==> config.mk <==
export PLATFORM = sky130hd
export DESIGN_NAME = mux4_rr_arbiter_flat
export DESIGN_NICKNAME = d
export VERILOG_FILES = /design/src/rtl/mux_arb_pkg.sv /design/src/rtl/mux4_rr_arbiter_if.sv /design/src/rtl/mux4to1_bus.sv /design/src/rtl/mux4_rr_arbiter.sv /design/src/flat_wrapper.sv
export SDC_FILE = /design/constraint.sdc
export NUM_CORES = 1
export LEC_CHECK = 0
export CELL_PAD_IN_SITES_DETAIL_PLACEMENT = 1
export CELL_PAD_IN_SITES_GLOBAL_PLACEMENT = 1
export CORE_MARGIN = 4
export CORE_UTILIZATION = 28
export DETAILED_ROUTE_END_ITERATION = 16
export HOLD_SLACK_MARGIN = 0.03
export PLACE_DENSITY_LB_ADDON = 0.1
export SLEW_MARGIN = 20
export SYNTH_ARGS = -nofsm -noshare
export SYNTH_HDL_FRONTEND = slang
export SYNTH_SLANG_ARGS = --single-unit
==> constraint.sdc <==
create_clock -name clk -period 3.2 [get_ports clk]
set_input_delay 0.48 -clock clk [delete_from_list [all_inputs] [get_ports clk]]
set_output_delay 0.48 -clock clk [all_outputs]
set_load 0.01 [all_outputs]
==> src/rtl/mux_arb_pkg.sv <==
// Shared definitions for the round-robin 4-to-1 mux arbiter.
// Holds the FSM state encoding, requester count, select width and the
// rotating-priority search helpers used by the arbiter core.
package mux_arb_pkg;

  localparam int N_REQ = 4;
  localparam int SEL_W = 2;

  localparam logic [0:0] IDLE  = 1'b0;
  localparam logic [0:0] GRANT = 1'b1;

  typedef struct packed {
    logic             found;
    logic [SEL_W-1:0] idx;
  } pick_t;

  // Rotating-priority search: first set request starting at last+1 (mod 4).
  // Offsets are scanned from farthest to nearest so the nearest match is the
  // final assignment; offset N_REQ wraps back to 'last' itself, which lets a
  // lone requester win again.
  function automatic pick_t rr_pick(input logic [N_REQ-1:0] req,
                                    input logic [SEL_W-1:0] last);
    pick_t            res;
    logic [SEL_W-1:0] cand;
    res.found = 1'b0;
    res.idx   = last;
    for (int k = N_REQ; k >= 1; k--) begin
      cand = last + SEL_W'(k);
      if (req[cand]) begin
        res.found = 1'b1;
        res.idx   = cand;
      end else begin
        res.found = res.found;
      end
    end
    return res;
  endfunction

  // One-hot grant vector for a select index.
  function automatic logic [N_REQ-1:0] onehot(input logic [SEL_W-1:0] idx);
    return 4'b0001 << idx;
  endfunction

endpackage

==> src/rtl/mux4_rr_arbiter_if.sv <==
// Bus interface of the round-robin mux arbiter.
// Ports carried:
//   req       requester -> arbiter, one request bit per requester
//   in1..in4  requester -> arbiter, data of requesters 0..3
//   out_ready downstream -> arbiter, beat accepted
//   gnt       arbiter -> requesters, registered one-hot grant
//   sel       arbiter -> requesters, registered mux select
//   out_valid arbiter -> downstream, beat valid
//   out_data  arbiter -> downstream, selected data word
// Modports: master = requesters/downstream side, slave = arbiter.
interface mux4_rr_arbiter_if #(
  parameter int DATA_W = 8
);
  import mux_arb_pkg::*;

  logic [N_REQ-1:0]  req;
  logic [DATA_W-1:0] in1;
  logic [DATA_W-1:0] in2;
  logic [DATA_W-1:0] in3;
  logic [DATA_W-1:0] in4;
  logic              out_ready;
  logic [N_REQ-1:0]  gnt;
  logic [SEL_W-1:0]  sel;
  logic              out_valid;
  logic [DATA_W-1:0] out_data;

  modport master (
    output req, in1, in2, in3, in4, out_ready,
    input  gnt, sel, out_valid, out_data
  );

  modport slave (
    input  req, in1, in2, in3, in4, out_ready,
    output gnt, sel, out_valid, out_data
  );

endinterface

==> src/rtl/mux4to1_bus.sv <==
// Combinational 4-to-1 bus multiplexer.
// Ports: sel_i (2-bit select), in0_i..in3_i (DATA_W inputs), out_o (selected).
module mux4to1_bus #(
  parameter int DATA_W = 8
) (
  input  logic [1:0]        sel_i,
  input  logic [DATA_W-1:0] in0_i,
  input  logic [DATA_W-1:0] in1_i,
  input  logic [DATA_W-1:0] in2_i,
  input  logic [DATA_W-1:0] in3_i,
  output logic [DATA_W-1:0] out_o
);

  // Select one of four data words.
  always_comb begin
    out_o = in0_i;
    case (sel_i)
      2'd0:    out_o = in0_i;
      2'd1:    out_o = in1_i;
      2'd2:    out_o = in2_i;
      2'd3:    out_o = in3_i;
      default: out_o = in0_i;
    endcase
  end

endmodule

==> src/rtl/mux4_rr_arbiter.sv <==
// Round-robin arbiter and sequencer for a shared 4-to-1 data mux.
// Grants one requester at a time, drives the mux select from the registered
// grant, and limits each grant to MAX_HOLD accepted beats before rotating.
// Ports:
//   clk   rising-edge clock
//   rst_n asynchronous active-low reset
//   bus   mux4_rr_arbiter_if.slave (req, in1..in4, out_ready in;
//         gnt, sel, out_valid, out_data out)
module mux4_rr_arbiter
  import mux_arb_pkg::*;
#(
  parameter int DATA_W   = 8,
  parameter int MAX_HOLD = 4
) (
  input  logic                  clk,
  input  logic                  rst_n,
  mux4_rr_arbiter_if.slave      bus
);

  localparam int               CNT_W    = $clog2(MAX_HOLD + 1);
  localparam logic [CNT_W-1:0] CNT_LAST = CNT_W'(MAX_HOLD - 1);

  logic [0:0]       state_q, state_d;
  logic [N_REQ-1:0] gnt_q,   gnt_d;
  logic [SEL_W-1:0] sel_q,   sel_d;
  logic [CNT_W-1:0] cnt_q,   cnt_d;
  logic [SEL_W-1:0] last_q,  last_d;

  logic              valid_s;
  logic              accept_s;
  logic              release_s;
  pick_t             pick_s;
  logic [DATA_W-1:0] mux_data_s;

  // Handshake qualifiers and the round-robin candidate. While granted,
  // last_q equals the owner, so searching from last_q+1 advances past it.
  always_comb begin
    pick_s    = rr_pick(bus.req, last_q);
    valid_s   = (state_q == GRANT) && bus.req[sel_q];
    accept_s  = valid_s && bus.out_ready;
    release_s = (state_q == GRANT) &&
                (!bus.req[sel_q] || (accept_s && (cnt_q == CNT_LAST)));
  end

  // FSM, grant, select, beat counter and priority pointer next state.
  always_comb begin
    state_d = state_q;
    gnt_d   = gnt_q;
    sel_d   = sel_q;
    cnt_d   = cnt_q;
    last_d  = last_q;
    case (state_q)
      IDLE: begin
        if (pick_s.found) begin
          state_d = GRANT;
          gnt_d   = onehot(pick_s.idx);
          sel_d   = pick_s.idx;
          last_d  = pick_s.idx;
          cnt_d   = {CNT_W{1'b0}};
        end else begin
          state_d = IDLE;
        end
      end
      GRANT: begin
        if (release_s) begin
          cnt_d = {CNT_W{1'b0}};
          if (pick_s.found) begin
            gnt_d  = onehot(pick_s.idx);
            sel_d  = pick_s.idx;
            last_d = pick_s.idx;
          end else begin
            // No one waiting: drop the grant, keep sel so out_data stays defined.
            state_d = IDLE;
            gnt_d   = {N_REQ{1'b0}};
          end
        end else if (accept_s) begin
          cnt_d = cnt_q + CNT_W'(1);
        end else begin
          cnt_d = cnt_q;
        end
      end
      default: begin
        state_d = IDLE;
        gnt_d   = {N_REQ{1'b0}};
        sel_d   = {SEL_W{1'b0}};
        cnt_d   = {CNT_W{1'b0}};
        last_d  = 2'd3;
      end
    endcase
  end

  // State registers; last resets to 3 so requester 0 has first priority.
  always_ff @(posedge clk or negedge rst_n) begin
    if (!rst_n) begin
      state_q <= IDLE;
      gnt_q   <= {N_REQ{1'b0}};
      sel_q   <= {SEL_W{1'b0}};
      cnt_q   <= {CNT_W{1'b0}};
      last_q  <= 2'd3;
    end else begin
      state_q <= state_d;
      gnt_q   <= gnt_d;
      sel_q   <= sel_d;
      cnt_q   <= cnt_d;
      last_q  <= last_d;
    end
  end

  mux4to1_bus #(
    .DATA_W (DATA_W)
  ) u_mux (
    .sel_i (sel_q),
    .in0_i (bus.in1),
    .in1_i (bus.in2),
    .in2_i (bus.in3),
    .in3_i (bus.in4),
    .out_o (mux_data_s)
  );

  assign bus.gnt       = gnt_q;
  assign bus.sel       = sel_q;
  assign bus.out_valid = valid_s;
  assign bus.out_data  = mux_data_s;

endmodule

==> src/flat_wrapper.sv <==
// flat-port wrapper written by rule: the top's interface ports become plain ports
module mux4_rr_arbiter_flat import mux_arb_pkg::*;
#(
  parameter int DATA_W   = 8,
  parameter int MAX_HOLD = 4
)
  (clk, rst_n, bus_req, bus_in1, bus_in2, bus_in3, bus_in4, bus_out_ready, bus_gnt, bus_sel, bus_out_valid, bus_out_data);
  mux4_rr_arbiter_if #(.DATA_W(DATA_W)) bus_i ();
  input  logic clk;
  input  logic rst_n;
  input wire logic [$bits(bus_i.req)-1:0] bus_req;
  input wire logic [$bits(bus_i.in1)-1:0] bus_in1;
  input wire logic [$bits(bus_i.in2)-1:0] bus_in2;
  input wire logic [$bits(bus_i.in3)-1:0] bus_in3;
  input wire logic [$bits(bus_i.in4)-1:0] bus_in4;
  input wire logic [$bits(bus_i.out_ready)-1:0] bus_out_ready;
  output wire logic [$bits(bus_i.gnt)-1:0] bus_gnt;
  output wire logic [$bits(bus_i.sel)-1:0] bus_sel;
  output wire logic [$bits(bus_i.out_valid)-1:0] bus_out_valid;
  output wire logic [$bits(bus_i.out_data)-1:0] bus_out_data;
  assign bus_i.req = bus_req;
  assign bus_i.in1 = bus_in1;
  assign bus_i.in2 = bus_in2;
  assign bus_i.in3 = bus_in3;
  assign bus_i.in4 = bus_in4;
  assign bus_i.out_ready = bus_out_ready;
  assign bus_gnt = bus_i.gnt;
  assign bus_sel = bus_i.sel;
  assign bus_out_valid = bus_i.out_valid;
  assign bus_out_data = bus_i.out_data;
  mux4_rr_arbiter #(.DATA_W(DATA_W), .MAX_HOLD(MAX_HOLD)) u_core (.clk(clk), .rst_n(rst_n), .bus(bus_i));
endmodule
==> flow_summary.ini, run 1 <==
[run_status]
status = completed

[place]
gp_congestion = 0.668
dp_hpwl_um = 2240
dp_cells = 152
pre_cts_ws_ns = 0.482
io_buffers = 53

[critical_path]
worstPathArrival_ns = 2.22
worst_setup_path_end_kind = output port
critPathSlowestCell = mux4_2
start_kind = input pin
worstPathRequired_ns = 2.72
criticalPathCategory = input pin to output port
path_max_fanout = 5
cpMostUsedCell = clkdlybuf4s50_1
worstPathCellList = clkdlybuf4s50_1 > mux4_2 > and2_2 > clkdlybuf4s50_1
crit_path_max_incr_delay_ns = 0.56

[finish]
finalNetCount = 167
drive_gt1_frac = 0.0960
syn_to_final_growth_pct = 71.0
diodes = 0
post-route-util = 0.516
layoutNonFillerInstCount = 156

[synthesis]
synth_edf_count = 0
yosysSeqAreaShare = 0.355
synth.top_cells.by_area = dfrtp_1 (29%), mux4_1 (25%), dfstp_2 (6.2%), o21ai_0 (4.1%), nor2_1 (3.1%)
async_flop_share = 1.00
synthFlopType = dfrtp_1
mappedNetlistArea_um2 = 853
syn_inst = 68
synth_top_area_share = 0.293
synth.most_common_cell = dfrtp_1
synth_common_cells = dfrtp_1 (10), mux4_1 (8), nor2_1 (7), o21ai_0 (7), nand2_1 (4)
synth_area_leader_cell = dfrtp_1
synth.avg_cell_area_um2 = 12.5
synth_nets = 109
ys_warn_count = 0
synth-seq-cells = 12
synth.distinct_cells = 26

[floorplanning]
core_mm2 = 0.00283
die_h_um = 63.2
die_w_um = 63.2
row_count = 19
dieArea_mm2 = 0.00399
pin_count = 54
start_util = 0.302

[pwr]
ir_worst_vdd_mv = 0.396
finalPower_uw = 1070
p_leak_uw = 0.000592
p_per_area_mw_per_mm2 = 736

[routing]
drt-initial-drc-count = 14
first_pass_iters = 3
wl_per_cell_um = 17.3
wirelength_um = 2710
ant_nets = 0
viasPerCell = 5.29
route.detailed.drc = 0
vias = 826

[sta]
period_share = 0.844
tightest_slew_ns = 0.547
fmax_mhz = 370
timing_hold_violations_final = 0
clock_skew_ns = 0.00170
min_period_ns = 2.70
setup_violations = 0
maxSlewViolCount = 0
finalSetupTns_ns = 0
max_slew_margin = 0.634
setup_slack_ns = 0.500
rsz0062_at_grt = no

[clock_network]
cts_buffer_depth = 2
cts-htree-levels = 1
clock_latency_ns = 0.27
cts.sinks = 12
path_clk_slew_ns = 0.08
ctsResizeCount = 0
cts_post_setup_buffers_inserted = 0
ctsHoldBuffers = 0
cts_buffers = 3
clock-root-buffer = clkbuf_4
cts_tree = built

[global_routing]
grt_max_degree = 13
antenna_found_initial = 0
grt_pass1_vias = 888
grt_pass1_wl_um = 4690
grtUsageTotal = 0.148
overflow = 0

[min_path]
min_path_type = flop to flop

[job]
max_cap_violations = 0
state kept, by name, summed over array words and instances (netlist names):
name and cells:
u_core.bus.gnt 4, u_core.bus.sel 2, u_core.cnt_q 3, u_core.last_q 2
u_core.state_q 1
worst paths after layout:
kind	start	endpoint	slack, ns	cells past startpoint
setup / recovery	bus_req[3]	bus_out_valid	0.50	4
min in group asynchronous	rst_n	u_core.bus.sel[0]$_DFFE_PN0P_	0.56	1
max in group asynchronous	rst_n	u_core.last_q[1]$_DFFE_PN1P_	2.27	1
setup reg to reg	u_core.cnt_q[0]$_DFFE_PN0P_	u_core.bus.gnt[0]$_DFFE_PN0P_	1.33	6
hold / removal	u_core.cnt_q[2]$_DFFE_PN0P_	u_core.cnt_q[2]$_DFFE_PN0P_	0.49	2
hold reg to reg	u_core.cnt_q[2]$_DFFE_PN0P_	u_core.cnt_q[2]$_DFFE_PN0P_	0.49	2
final cells by class:
type,instances,area (um2)
fill,315,1370
timing repair buffer,55,546
multi-input combinational,52,528
sequential,12,303
tap,31,38.8
clock buffer,4,36.3
inverter,2,7.51
critical path: cells and delay by family:
kind,cells,cell delay [ns]
simple gates,1,0.23
mux,1,0.56
buf+inv,2,0.94
report_power, final:
| group | total, uW | internal [uW] | switching (uW) |
|---|---|---|---|
| logic | 691 | 402 | 289 |
| registers | 263 | 219 | 43.1 |
| clock network | 120 | 69.1 | 51.2 |
| total | 1070 | 691 | 383 |
cell families after synthesis:
logic type / count (synthesis) / share of synthesized area
flip-flops: 12 / 0.355
AND/OR/NAND/NOR: 22 / 0.155
AO/OA/AOI/OAI: 19 / 0.161
adder cells (fa/ha/maj): 2 / 0.0293
multiplexers: 9 / 0.273
buffers and inverters: 4 / 0.0264
per-stage QoR:
stage | hold slack, ns | cell area [um2]
floorplan | 0.184 | 853
global placement | 0.469 | 1420
detailed placement | 0.482 | 1420
CTS | 0.500 | 1460
global route | 0.532 | 1460
finish | 0.491 | 1460
layer usage:
metal  global-route usage  wire length (um)  vias up
li1                     -                 -      388
met3               0.0213               111        4
met2                0.257              1350       39
met4               0.0539                40        0
met5                    0                 0        -
met1                0.185              1200      395
cells in the final DEF (no fill, tap or decap), drive strengths merged, types with 2 or more instances in the layout:
cell	netlist	layout
a21oi	3	3
ha	2	2
inv	2	2
nor2b	3	3
a32o	2	2
dfstp	2	2
a22o	2	2
buf	1	2
a21boi	2	2
nor2	7	7
nand2b	2	2
o21a	2	2
clkdlybuf4s50	0	53
clkbuf	1	4
mux4	9	9
o21ai	7	7
nand2	4	4
dfrtp	10	10
(Power assumes the default switching activity.)
==> run 2, diff against run 1 <==
--- a/config.mk
+++ b/config.mk
@@ -8,7 +8,7 @@
 export CELL_PAD_IN_SITES_DETAIL_PLACEMENT = 1
 export CELL_PAD_IN_SITES_GLOBAL_PLACEMENT = 1
 export CORE_MARGIN = 4
-export CORE_UTILIZATION = 28
+export CORE_UTILIZATION = 24
 export DETAILED_ROUTE_END_ITERATION = 16
 export HOLD_SLACK_MARGIN = 0.03
 export PLACE_DENSITY_LB_ADDON = 0.1
==> constraint.sdc (replaced) <==
create_clock -name clk -period 2.2 [get_ports clk]
set_input_delay 0.33 -clock clk [delete_from_list [all_inputs] [get_ports clk]]
set_output_delay 0.33 -clock clk [all_outputs]
set_load 0.01 [all_outputs]
==> flow_summary.ini, run 2 (synthesis results as in run 1) <==
[finish]
finalNetCount = 180
post-route-util = 0.464
diodes = 0
final_cell_mix = clkdlybuf4s50_1 (44), buf_4 (15), dfrtp_1 (9)
drive_gt1_frac = 0.188
final_common_cell = clkdlybuf4s50_1
syn_to_final_growth_pct = 84.5
largest_reg_flops = 4

[floorplanning]
core_mm2 = 0.00339
die_w_um = 67.6
row_count = 21
die_h_um = 67.6
dieArea_mm2 = 0.00457
pin_count = 54
start_util = 0.252

[global_routing]
antenna_found_initial = 0
grt_pass1_vias = 997
grtUsageTotal = 0.152
grt_max_degree = 13
overflow = 0
grt_pass1_wl_um = 5160

[critical_path]
worst_setup_path_end_kind = output port
worstPathRequired_ns = 1.87
worstPathArrival_ns = 1.75
start_kind = flop
criticalPathCategory = flop to output port
rrSetupSlack_ns = 0.30
path_max_fanout = 4

[pwr]
p_clk_frac = 0.104
swShare = 0.357
p_leak_uw = 0.000680
p_per_area_mw_per_mm2 = 1040
ir_worst_vdd_mv = 0.466
pwr-share-comb = 0.660
p_int_uw = 1050
seqPwrFrac = 0.236
power.switching_uw = 582
finalPower_uw = 1630

[sta]
fmax_mhz = 481
tightest_slew_ns = 0.534
rsz0062_at_grt = no
min_period_ns = 2.08
clock_skew_ns = 0.000948
maxSlewViolCount = 0
max_slew_margin = 0.643
period_share = 0.945
timing_hold_violations_final = 0
finalSetupTns_ns = 0
setup_violations = 0

[place]
dp_hpwl_um = 2610
gp_congestion = 0.766
io_buffers = 53

[clock_network]
clock_latency_ns = 0.26
cts_buffers = 3
clock-root-buffer = clkbuf_4
path_clk_slew_ns = 0.07
cts.sinks = 12
cts_tree = built
cts-htree-levels = 1
cts_buffer_depth = 2

[run_status]
status = completed

[routing]
first_pass_iters = 2
wirelength_um = 3090
vias = 883
ant_nets = 0
viasPerCell = 4.80
drt-initial-drc-count = 1
route.detailed.drc = 0
wl_per_cell_um = 16.8

[job]
max_cap_violations = 0

[min_path]
min_path_type = input pin to async pin
run 2: cell types whose count changed in the layout (fill, tap and decap cells not counted), sizes merged:
cell	previous run	this run
buf	2	15
clkdlybuf4s50	53	44
dlygate4sd2	0	6
dlymetal6s2s	0	2
clkdlybuf4s15	0	1
run 2: cell type report:
| class | instances | area (um2) |
|---|---|---|
| fillers | 382 | 1820 |
| clock buffers | 4 | 36.3 |
| multi-input cells | 52 | 528 |
| flip-flops and latches | 12 | 304 |
| inverters | 2 | 7.51 |
| well taps | 46 | 57.6 |
| repair buffers | 68 | 641 |
run 2: repair_timing:
| item | CTS | global route |
|---|---|---|
| hold buffers | 0 | 0 |
| buffers inserted | 1 | 1 |
| resized for setup | 8 | 3 |
| setup endpoints to repair | 9 | 3 |
run 2: metrics by stage:
step | setup slack (ns) | instances | area, um2 | hold WS [ns]
2_1_floorplan | 0.363 | 68 | 853 | 0.0344
3_3_place_gp | -0.0784 | 178 | 1520 | 0.470
3_5_place_dp | -0.0958 | 178 | 1520 | 0.480
4_1_cts | 0.0188 | 183 | 1560 | 0.419
5_1_grt | 0.0350 | 184 | 1570 | 0.432
6_report | 0.121 | 184 | 1570 | 0.413
run 2: path summary, 6_finish.rpt:
| path | startpoint | to | depth (start not counted) |
|---|---|---|---|
| max | u_core.bus.sel[0]$_DFFE_PN0P_ | bus_out_data[7] | 4 |
| min | rst_n | u_core.state_q$_DFF_PN0_ | 1 |
| max reg2reg | u_core.bus.sel[0]$_DFFE_PN0P_ | u_core.bus.gnt[2]$_DFFE_PN0P_ | 6 |
| min reg2reg | u_core.bus.gnt[1]$_DFFE_PN0P_ | u_core.bus.gnt[1]$_DFFE_PN0P_ | 1 |
| max in group asynchronous | rst_n | u_core.bus.sel[0]$_DFFE_PN0P_ | 1 |
| min in group clk | u_core.bus.gnt[1]$_DFFE_PN0P_ | u_core.bus.gnt[1]$_DFFE_PN0P_ | 1 |
run 2: power groups by stage:
stage	Combinational (uW)	Clock, uW	Sequential (uW)
finish	1080	170	385
detailed placement	1120	0	395
CTS	1090	179	388
global placement	1090	0	394
global route	1180	195	400
floorplan	551	0	391
run 2: worst max-delay path, cell delays in order (launching register included):
cell           delay, ns
dfrtp_2             0.38
buf_4               0.11
buf_4               0.12
mux4_1              0.56
dlygate4sd2_1       0.31
run 2: metal layers:
layer | share of wire | wire length (um) | GRT usage
met5 | 0 | 0 | 0
met1 | 0.40 | 1250 | 0.175
met2 | 0.54 | 1660 | 0.290
met4 | 0.0042 | 13 | 0.0127
met3 | 0.054 | 168 | 0.0383
